`config.mk`:
```
export PLATFORM = sky130hd
export DESIGN_NAME = pause_ctrl_multi
export DESIGN_NICKNAME = d
export VERILOG_FILES = /design/src/rtl/pause_pkg.sv /design/src/rtl/pause_timer.sv /design/src/rtl/pause_ctrl_multi.sv
export SDC_FILE = /design/constraint.sdc
export NUM_CORES = 1
export LEC_CHECK = 0
export ABC_AREA = 1
export CAP_MARGIN = 0
export CORE_ASPECT_RATIO = 0.8
export CORE_MARGIN = 2
export CORE_UTILIZATION = 37
export DETAILED_ROUTE_END_ITERATION = 12
export HOLD_SLACK_MARGIN = 0.02
export PLACE_DENSITY_LB_ADDON = 0.1
export SLEW_MARGIN = 20
export SYNTH_ARGS = -nofsm -noshare
export SYNTH_HDL_FRONTEND = slang
export SYNTH_SLANG_ARGS = --single-unit
```
`constraint.sdc`:
```
create_clock -name clk_sys -period 1.3 [get_ports clk_sys]
set_input_delay 0.26 -clock clk_sys [delete_from_list [all_inputs] [get_ports clk_sys]]
set_output_delay 0.26 -clock clk_sys [all_outputs]
set_load 0.01 [all_outputs]
```
`src/rtl/pause_pkg.sv`:
```
// Shared constants and width helpers for the pause controller.
package pause_pkg;

  localparam int unsigned OPT_OSD_PAUSE = 0;
  localparam int unsigned OPT_DIM_EN    = 1;

  // Bits needed to hold 0..max_val, never less than one.
  function automatic int unsigned cnt_width(input int unsigned max_val);
    return (max_val < 1) ? 1 : $clog2(max_val + 1);
  endfunction

  function automatic int unsigned ms_cnt_width(input int unsigned dim_ms);
    return cnt_width(dim_ms);
  endfunction

  function automatic int unsigned own_osd(input int unsigned num_req);
    return num_req + 1;
  endfunction

  function automatic int unsigned own_user(input int unsigned num_req);
    return num_req;
  endfunction

endpackage

```
`src/rtl/pause_timer.sv`:
```
// Paused-time tracker: 1 ms prescaler, saturating ms counter and dim shift.
// Gradual fade is built only when PAUSE_CTRL_FADE_EN is defined.
module pause_timer
  import pause_pkg::*;
#(
  parameter int unsigned CLK_MHZ   = 40,
  parameter int unsigned DIM_MS    = 10000,
  parameter int unsigned DIM_SHIFT = 1,
  parameter int unsigned FADE_MS   = 250,
  localparam int unsigned MW = ms_cnt_width(DIM_MS),
  localparam int unsigned SW = cnt_width(DIM_SHIFT)
) (
  input  logic          clk_sys,
  input  logic          reset,
  input  logic          run,
  output logic [MW-1:0] ms_count,
  output logic [SW-1:0] dim_shift
);

  localparam int unsigned PW = cnt_width(CLK_MHZ * 1000 - 1);
  localparam logic [PW-1:0] PRESC_LAST = PW'(CLK_MHZ * 1000 - 1);
  localparam logic [MW-1:0] CNT_MAX    = MW'(DIM_MS);
  localparam logic [SW-1:0] SHIFT_MAX  = SW'(DIM_SHIFT);

  logic [PW-1:0] presc_q;
  logic [MW-1:0] count_q;
  logic [SW-1:0] shift_q;
  logic          ms_tick;

  assign ms_tick   = run && (presc_q == PRESC_LAST);
  assign ms_count  = count_q;
  assign dim_shift = shift_q;

  always_ff @(posedge clk_sys or posedge reset) begin
    if (reset) begin
      presc_q <= '0;
      count_q <= '0;
    end else if (!run) begin
      presc_q <= '0;
      count_q <= '0;
    end else begin
      presc_q <= ms_tick ? '0 : presc_q + 1'b1;
      if (ms_tick && (count_q != CNT_MAX)) begin
        count_q <= count_q + 1'b1;
      end
    end
  end

`ifdef PAUSE_CTRL_FADE_EN
  localparam int unsigned FW = cnt_width(FADE_MS - 1);
  localparam logic [FW-1:0] FADE_LAST = FW'(FADE_MS - 1);

  logic [FW-1:0] fade_q;

  // First step lands as soon as the counter saturates; later steps wait FADE_MS ticks.
  always_ff @(posedge clk_sys or posedge reset) begin
    if (reset) begin
      shift_q <= '0;
      fade_q  <= '0;
    end else if (count_q != CNT_MAX) begin
      shift_q <= '0;
      fade_q  <= '0;
    end else if ((shift_q == '0) && (SHIFT_MAX != '0)) begin
      shift_q <= SW'(1);
      fade_q  <= '0;
    end else if (ms_tick && (shift_q != SHIFT_MAX)) begin
      if (fade_q == FADE_LAST) begin
        fade_q  <= '0;
        shift_q <= shift_q + 1'b1;
      end else begin
        fade_q <= fade_q + 1'b1;
      end
    end
  end
`else
  always_ff @(posedge clk_sys or posedge reset) begin
    if (reset) begin
      shift_q <= '0;
    end else begin
      shift_q <= (count_q == CNT_MAX) ? SHIFT_MAX : '0;
    end
  end
`endif

endmodule

```
`src/rtl/pause_ctrl_multi.sv`:
```
// Merges user toggle, N pause requesters and OSD into one registered CPU freeze,
// and dims video after a long pause. Optional gradual fade: PAUSE_CTRL_FADE_EN.
module pause_ctrl_multi
  import pause_pkg::*;
#(
  parameter int unsigned RW        = 3,
  parameter int unsigned GW        = 3,
  parameter int unsigned BW        = 3,
  parameter int unsigned CLK_MHZ   = 40,
  parameter int unsigned NUM_REQ   = 2,
  parameter int unsigned DIM_MS    = 10000,
  parameter int unsigned DIM_SHIFT = 1,
  parameter int unsigned FADE_MS   = 250
) (
  input  logic                  clk_sys,
  input  logic                  reset,
  input  logic                  user_button,
  input  logic [NUM_REQ-1:0]    pause_request,
  input  logic                  OSD_STATUS,
  input  logic [1:0]            options,
  input  logic [RW-1:0]         r,
  input  logic [GW-1:0]         g,
  input  logic [BW-1:0]         b,
  output logic [RW+GW+BW-1:0]   rgb_out,
  output logic                  pause_cpu,
  output logic                  dim_active,
  output logic [NUM_REQ+1:0]    req_owner
);

  localparam int unsigned OWN_OSD  = own_osd(NUM_REQ);
  localparam int unsigned OWN_USER = own_user(NUM_REQ);
  localparam int unsigned MW       = ms_cnt_width(DIM_MS);
  localparam int unsigned SW       = cnt_width(DIM_SHIFT);

  logic               btn_q;
  logic               user_pause;
  logic               osd_pause;
  logic               pause_next;
  logic [NUM_REQ+1:0] owner_next;
  logic               run;
  logic [MW-1:0]      ms_count;
  logic [SW-1:0]      dim_shift;
  logic               unused_ms;

  always_comb begin
    osd_pause  = OSD_STATUS & options[OPT_OSD_PAUSE];
    pause_next = user_pause | (|pause_request) | osd_pause;
    owner_next = '0;
    owner_next[OWN_OSD]       = osd_pause;
    owner_next[OWN_USER]      = user_pause;
    owner_next[NUM_REQ-1:0]   = pause_request;
    run        = pause_cpu & options[OPT_DIM_EN];
  end

  // Count is only observable through the dim shift at this level.
  assign unused_ms = ^ms_count;

  always_ff @(posedge clk_sys or posedge reset) begin
    if (reset) begin
      btn_q      <= 1'b0;
      user_pause <= 1'b0;
      pause_cpu  <= 1'b0;
      req_owner  <= '0;
    end else begin
      btn_q      <= user_button;
      if (user_button && !btn_q) begin
        user_pause <= ~user_pause;
      end
      pause_cpu  <= pause_next;
      req_owner  <= owner_next;
    end
  end

  pause_timer #(
    .CLK_MHZ   (CLK_MHZ),
    .DIM_MS    (DIM_MS),
    .DIM_SHIFT (DIM_SHIFT),
    .FADE_MS   (FADE_MS)
  ) u_timer (
    .clk_sys   (clk_sys),
    .reset     (reset),
    .run       (run),
    .ms_count  (ms_count),
    .dim_shift (dim_shift)
  );

  always_ff @(posedge clk_sys or posedge reset) begin
    if (reset) begin
      rgb_out    <= '0;
      dim_active <= 1'b0;
    end else begin
      rgb_out    <= {r >> dim_shift, g >> dim_shift, b >> dim_shift};
      dim_active <= (dim_shift != '0);
    end
  end

endmodule

```
==> results of run 1 <==
[worst register-to-register path: cells and delay by family, from the launching register on]
kind / cells / cell delay, ns
buf+inv: 3 / 0.28
fa+ha+maj: 1 / 0.16
flops: 1 / 0.44
simple gates: 5 / 0.38
compound gates: 1 / 0.09
[power breakdown]
part           internal [W]  switching [W]  total, W  leakage, nW
combinational      0.000157       0.000179  0.000336         1.24
clock              0.000365       0.000514  0.000879       0.0400
sequential          0.00156      0.0000303   0.00159        0.629
[cell families after synthesis]
| kind of cell | share of synthesized area (%) |
|---|---|
| compound gates | 2.793 |
| xor+xnor | 4.802 |
| fa+ha+maj | 1.470 |
| buf+inv | 10.44 |
| flops | 47.04 |
| simple gates | 33.46 |
[cells in the final DEF, fill, tap and decap left out]
| master | Yosys | routed |
|---|---|---|
| nor2_1 | 54 | 37 |
| buf_12 | 0 | 1 |
| dfrtp_2 | 0 | 1 |
| nand4_1 | 8 | 8 |
| nor3_1 | 11 | 10 |
| xnor2_1 | 2 | 2 |
| or2_2 | 1 | 1 |
| inv_2 | 1 | 7 |
| nor2_4 | 0 | 10 |
| clkinv_2 | 0 | 1 |
| nand2_2 | 1 | 5 |
| nand2_1 | 85 | 79 |
| dfrtp_1 | 48 | 47 |
| inv_4 | 0 | 1 |
| nor2_2 | 2 | 9 |
| clkbuf_8 | 0 | 5 |
| dlygate4sd2_1 | 0 | 15 |
| o21ai_0 | 8 | 5 |
| ha_4 | 0 | 2 |
| xor2_1 | 12 | 12 |
| inv_1 | 58 | 50 |
| a21oi_1 | 5 | 5 |
| nand3_4 | 0 | 3 |
| buf_4 | 0 | 67 |
| a31oi_1 | 1 | 1 |
| nand2_4 | 0 | 3 |
| o21ai_1 | 0 | 3 |
| clkinvlp_4 | 0 | 2 |
| nand3_2 | 1 | 21 |
| ha_2 | 0 | 1 |
| buf_6 | 1 | 3 |
| nand3b_1 | 1 | 1 |
| nor3_2 | 1 | 2 |
| clkdlybuf4s50_1 | 0 | 16 |
| nand3_1 | 35 | 12 |
[through the flow]
stage          setup slack, ns  util (%)  setup TNS (ns)  total power, W  cells
4_1_cts                -0.1699     55.52          -2.973        0.002845    534
3_3_place_gp           -0.4194     52.13          -8.661        0.001970    523
5_1_grt                -0.2065     56.75          -4.098        0.002924    535
6_report               -0.1469     56.75          -2.043        0.002805    535
2_1_floorplan         -0.03807         -         -0.2443        0.001771    346
3_5_place_dp           -0.4382     52.13          -8.952        0.001974    523
[flip-flops by register name, summed over array words and instances, names as in the netlist]
signal             cells
pause_cpu              1
req_owner              4
dim_active             1
rgb_out                9
u_timer.dim_shift      1
btn_q                  1
u_timer.ms_count      14
u_timer.presc_q       16
user_pause             1
[cell type report]
class | instances | area (um2)
fill | 639 | 2937
inverter | 59 | 227.7
tap | 87 | 108.9
timing repair buffer | 102 | 848.3
multi-input combinational | 232 | 1385
sequential | 48 | 1202
clock inverter | 2 | 12.51
clock buffer | 5 | 68.82
[final timing paths]
path	start	to	slack [ns]	depth (start not counted)
min	reset	req_owner[3]$_DFF_PP0_	0.36	3
max reg2reg	u_timer.ms_count[0]$_DFFE_PP0P_	u_timer.ms_count[11]$_DFFE_PP0P_	-0.15	10
max in group asynchronous	reset	u_timer.presc_q[9]$_DFF_PP0_	0.74	3
max	u_timer.ms_count[0]$_DFFE_PP0P_	u_timer.ms_count[11]$_DFFE_PP0P_	-0.15	10
min in group clk_sys	user_pause$_DFFE_PP0P_	req_owner[2]$_DFF_PP0_	0.38	0
min reg2reg	user_pause$_DFFE_PP0P_	req_owner[2]$_DFF_PP0_	0.38	0
[metal layers]
layer | track usage (%) | vias up | part of all wire (%)
met2 | 28.54 | 65 | 42
met5 | 0 | - | 0
met3 | 3.562 | 7 | 4.7
li1 | - | 1281 | -
met1 | 26.83 | 1156 | 52
met4 | 5.915 | 0 | 1.2
[timing repair]
item,CTS,global route
setup endpoints to repair,43,29
buffers inserted,8,1
pin swaps,18,7
hold buffers,0,0
gates cloned,1,0
gates resized for setup,53,22
==> results.cfg, run 1 <==
[status]
status = complete, but fails checks
failed_checks = setup timing

[floorplan]
ios = 32
core_mm2 = 0.006790
die_x_um = 96.89
initial_core_util_pct = 37.61
die-area_mm2 = 0.007587
rows = 27
die_h_um = 78.31

[yosys]
synth.cell_area_mm2 = 0.002554
synthTopCellsByCount = 85 x nand2_1, 58 x inv_1, 54 x nor2_1
yosys-top-cells-area = dfrtp_1 47%, nand2_1 12%, inv_1 8.5%, nor2_1 7.9%, nand3_1 6.9%
syn_inst = 346
yosys.area.top_type = dfrtp_1
syn-num-nets = 366
postSynth.asyncResetShare_pct = 100.0
syn_avg_cell_area_um2 = 7.381
synth_edf_count = 0
yosysWarnings = 0
ys.flop_type = dfrtp_1
synth_top_cell_area_share_pct = 47.04
synth.distinct_cells = 23
yosysMostFrequentCell = nand2_1
ys_seq_elements = 48
synth-seq-area-share_pct = 47.04

[route]
wl_per_cell_um = 12.40
firstDrtPassIters = 4
ant_nets = 0
wl_um = 6635
vias = 2509
drc = 0
drtIter0Drc = 127
vias_per_cell = 4.690

[worst_setup_path]
crit_chain = inv_2, ha_4, buf_4, nand3_2, inv_1, nand2_1, nor2_2, o21ai_1, nand2_1, nand2_1
path_class = reg2reg
end_kind = flop
worstSetupStartpointType = flop
critPathTopFamily = flip-flops
cp.required_ns = 1.51
critPathMaxFanout = 3
cp_num_buf_inv = 3
worst_path_largest_cell_delay_ns = 0.44
crit_top_cell = nand2_1
cp_slowest_cell = dfrtp_1
cp.arrival_ns = 1.65

[global_route]
antenna_found_initial = 0
grt_overflow = 0
grt_pass1_vias = 2391
track_usage_pct = 18.67
grt_max_degree = 37
grt_pass1_wl_um = 11370

[timing]
setup_viol = 26
report.final.slew_viol_count = 0
min_period_ns = 1.447
worst_slack_ns = -0.1469
finClkSkew_ns = 0.004112
finalCritPeriodShare_pct = 111.3
max_slew_margin_pct = 72.44
fmax_mhz = 691.1
hold_violations = 0
worst_pin_slew_ns = 0.4134
fin_hold_ws_ns = 0.3621
rsz0062_at_grt = true

[worst_hold_path]
hold_class = in2async

[cells_and_area]
fin_nets = 468
n_antenna_cell = 0
drive_gt1_share_pct = 32.37
area_growth_pct = 50.91
post-route-cell-area_mm2 = 0.003854

[clock_network]
clk_pin_slew_ns = 0.09
cts_tree = built
clock-root-buffer = clkbuf_8
h-tree-depth = 2
clock_latency_ns = 0.31
cts-buffers-inserted = 5
clock_sinks = 48
clk_path_buf_depth = 2

[run]
cap_violations = 0

[pwr]
powerDensity_mw_per_mm2 = 727.8
power_leakage_nw = 1.911
ir_worst_vdd_mv = 0.3343

[place]
gp_congestion = 0.8597
place_area_mm2 = 0.003540
port_buffers = 31
hpwl_um = 4842
(Power assumes the default switching activity.)
==> run 2: changes to the inputs <==
- CTS_CLUSTER_DIAMETER: not set -> 40
==> results of run 2 <==
The final DEF is identical to that of run 1; final timing and power are the same.
==> run 3: changes to the inputs <==
- CTS_CLUSTER_SIZE: not set -> 25
- PLACE_DENSITY_LB_ADDON: 0.1 -> 0.2
==> run 3 against run 2 <==
The run still ends with setup timing left. First-iteration DRC count down 8.7%. Die area unchanged. Setup slack worse by 0.026 ns. Combinational power up 4%. Global-route usage up 0.20 points.
==> results.cfg, run 3 (synthesis gave the netlist of run 1 again) <==
[global_route]
grt_pass1_wl_um = 11410
track_usage_pct = 18.87
grt_max_degree = 49
antenna_found_initial = 0
grt_overflow = 0
grt_pass1_vias = 2474

[worst_setup_path]
worstSetupStartpointType = flop
end_kind = flop
crit_chain = ha_4, nand3_4, buf_6, nor2_4, nand2_2, buf_4, nor3_4, nor3_2
critPathMaxFanout = 4
path_class = reg2reg
r2r-end = u_timer.presc_q[12]$_DFF_PP0_
r2r_cells = 8
startpoint = u_timer.presc_q[1]$_DFF_PP0_
r2r_slack_ns = -0.17
cp_slowest_cell = dfrtp_1
cp-endpoint = u_timer.presc_q[12]$_DFF_PP0_
cp.required_ns = 1.50
worst_path_largest_cell_delay_ns = 0.41
cp.arrival_ns = 1.67
reg2reg_from = u_timer.presc_q[1]$_DFF_PP0_

[route]
drc = 0
ant_nets = 0
vias = 2494
wl_per_cell_um = 12.61
wl_um = 6771
drtIter0Drc = 116
vias_per_cell = 4.644
firstDrtPassIters = 4

[pwr]
comb_power_share_pct = 11.6
swShare_pct = 24.05
power_leakage_nw = 1.954
power.share.sequential_pct = 52.5
powerDensity_mw_per_mm2 = 777.9
p_sw_w = 0.0007281
power.internal_w = 0.002299
p_clk_share_pct = 35.9
ir_worst_vdd_mv = 0.4786

[cells_and_area]
seq_area_mm2 = 0.001204
largest-register = u_timer.presc_q
area_growth_pct = 52.38
largest_reg_flops = 16
n_antenna_cell = 0
final_cell_mix = 72 x nand2_1, 64 x buf_4, 50 x inv_1, 46 x dfrtp_1, 39 x nor2_1
multi_input_area_mm2 = 0.001364
fillers = 625
drive_gt1_share_pct = 33.11
fin_nets = 469
layout_commonest_cell = nand2_1
final_util_pct = 57.31

[timing]
fin_hold_ws_ns = 0.3630
report.final.slew_viol_count = 0
fmax_mhz = 679.1
finalCritPeriodShare_pct = 113.3
rsz0062_at_grt = true
min_period_ns = 1.472
finClkSkew_ns = 0.009683
max_slew_margin_pct = 73.08
setup_viol = 27
worst_pin_slew_ns = 0.4038
worst_slack_ns = -0.1724
hold_violations = 0

[floorplan]
rows = 27
die-area_mm2 = 0.007587
initial_core_util_pct = 37.61
ios = 32
die_h_um = 78.31
die_x_um = 96.89
core_mm2 = 0.006790

[clock_network]
h-tree-depth = 2
cts-buffers-inserted = 5
clk_pin_slew_ns = 0.09
clock-root-buffer = clkbuf_8
clk_path_buf_depth = 2
cts_tree = built
clock_latency_ns = 0.30
clock_sinks = 48

[status]
status = complete, but fails checks
failed_checks = setup timing

[place]
hpwl_um = 4639
port_buffers = 31
gp_congestion = 0.8861

[run]
cap_violations = 0

[worst_hold_path]
hold_class = in2async
run 3: cell count changes in the layout (fill, tap and decap cells not counted), moves of 2 or more:
cell     previous run  this run
nor2_2              9        11
nor2_4             10         6
buf_4              67        64
nand3_2            21        17
nand2_1            79        72
nand3_1            12        17
buf_6               3         6
nand2_2             5        12
nor2_1             37        39
run 3: power groups by stage:
stage | Clock (W) | Sequential, W | Combinational [W]
after global routing | 0.00117 | 0.00160 | 0.000389
after CTS | 0.00111 | 0.00159 | 0.000346
final | 0.00109 | 0.00159 | 0.000350
after detailed placement | 0 | 0.00162 | 0.000355
after floorplan | 0 | 0.00164 | 0.000130
after global placement | 0 | 0.00162 | 0.000349
run 3: area by class of cell:
cell class | instances | share of cell area (%)
Sequential cell | 48 | 30.93
Timing Repair Buffer | 103 | 22.60
Inverter | 59 | 5.852
Clock inverter | 2 | 0.9003
Tap cell | 87 | 2.797
Multi-Input combinational cell | 232 | 35.05
Clock buffer | 6 | 1.865
run 3: critical path, delay by kind of cell, from the launching register on:
kind	cells	cell delay, ns
fa+ha+maj	1	0.16
buf+inv	2	0.30
flops	1	0.41
simple gates	5	0.49
run 3: routing by layer:
layer / GRT usage, % / share of wire, % / up-vias
met4: 8.592 / 1.7 / 0
met5: 0 / 0 / -
met3: 4.452 / 4.3 / 11
met2: 29.03 / 46 / 52
met1: 25.43 / 48 / 1162
li1: - / - / 1269
run 3: worst min path at each step:
stage	endpoint	slack (ns)	from	cells past startpoint
4_1_cts	req_owner[3]$_DFF_PP0_	0.37	reset	3
3_3_place_gp	req_owner[2]$_DFF_PP0_	0.36	user_pause$_DFFE_PP0P_	0
3_5_place_dp	req_owner[2]$_DFF_PP0_	0.37	user_pause$_DFFE_PP0P_	0
2_1_floorplan	btn_q$_DFF_PP0_	0.29	reset	1
5_1_grt	u_timer.presc_q[9]$_DFF_PP0_	0.39	reset	3
6_report	req_owner[3]$_DFF_PP0_	0.36	reset	3
run 3: stage by stage:
stage	setup TNS, ns	worst slack [ns]	power [W]	instances	area (um2)
6_report	-3.159	-0.1724	0.003027	537	3891
5_1_grt	-6.083	-0.2985	0.003163	537	3891
4_1_cts	-3.054	-0.1652	0.003042	534	3741
3_5_place_dp	-8.194	-0.4106	0.001979	520	3517
3_3_place_gp	-7.587	-0.3882	0.001971	520	3517
2_1_floorplan	-0.2443	-0.03807	0.001771	346	2650
run 3: repair_timing:
item	CTS	global route
gates resized for setup	38	39
hold buffers	0	0
endpoints found under the setup margin	42	28
pin swaps	17	26
setup buffers	7	5
gates cloned	1	0
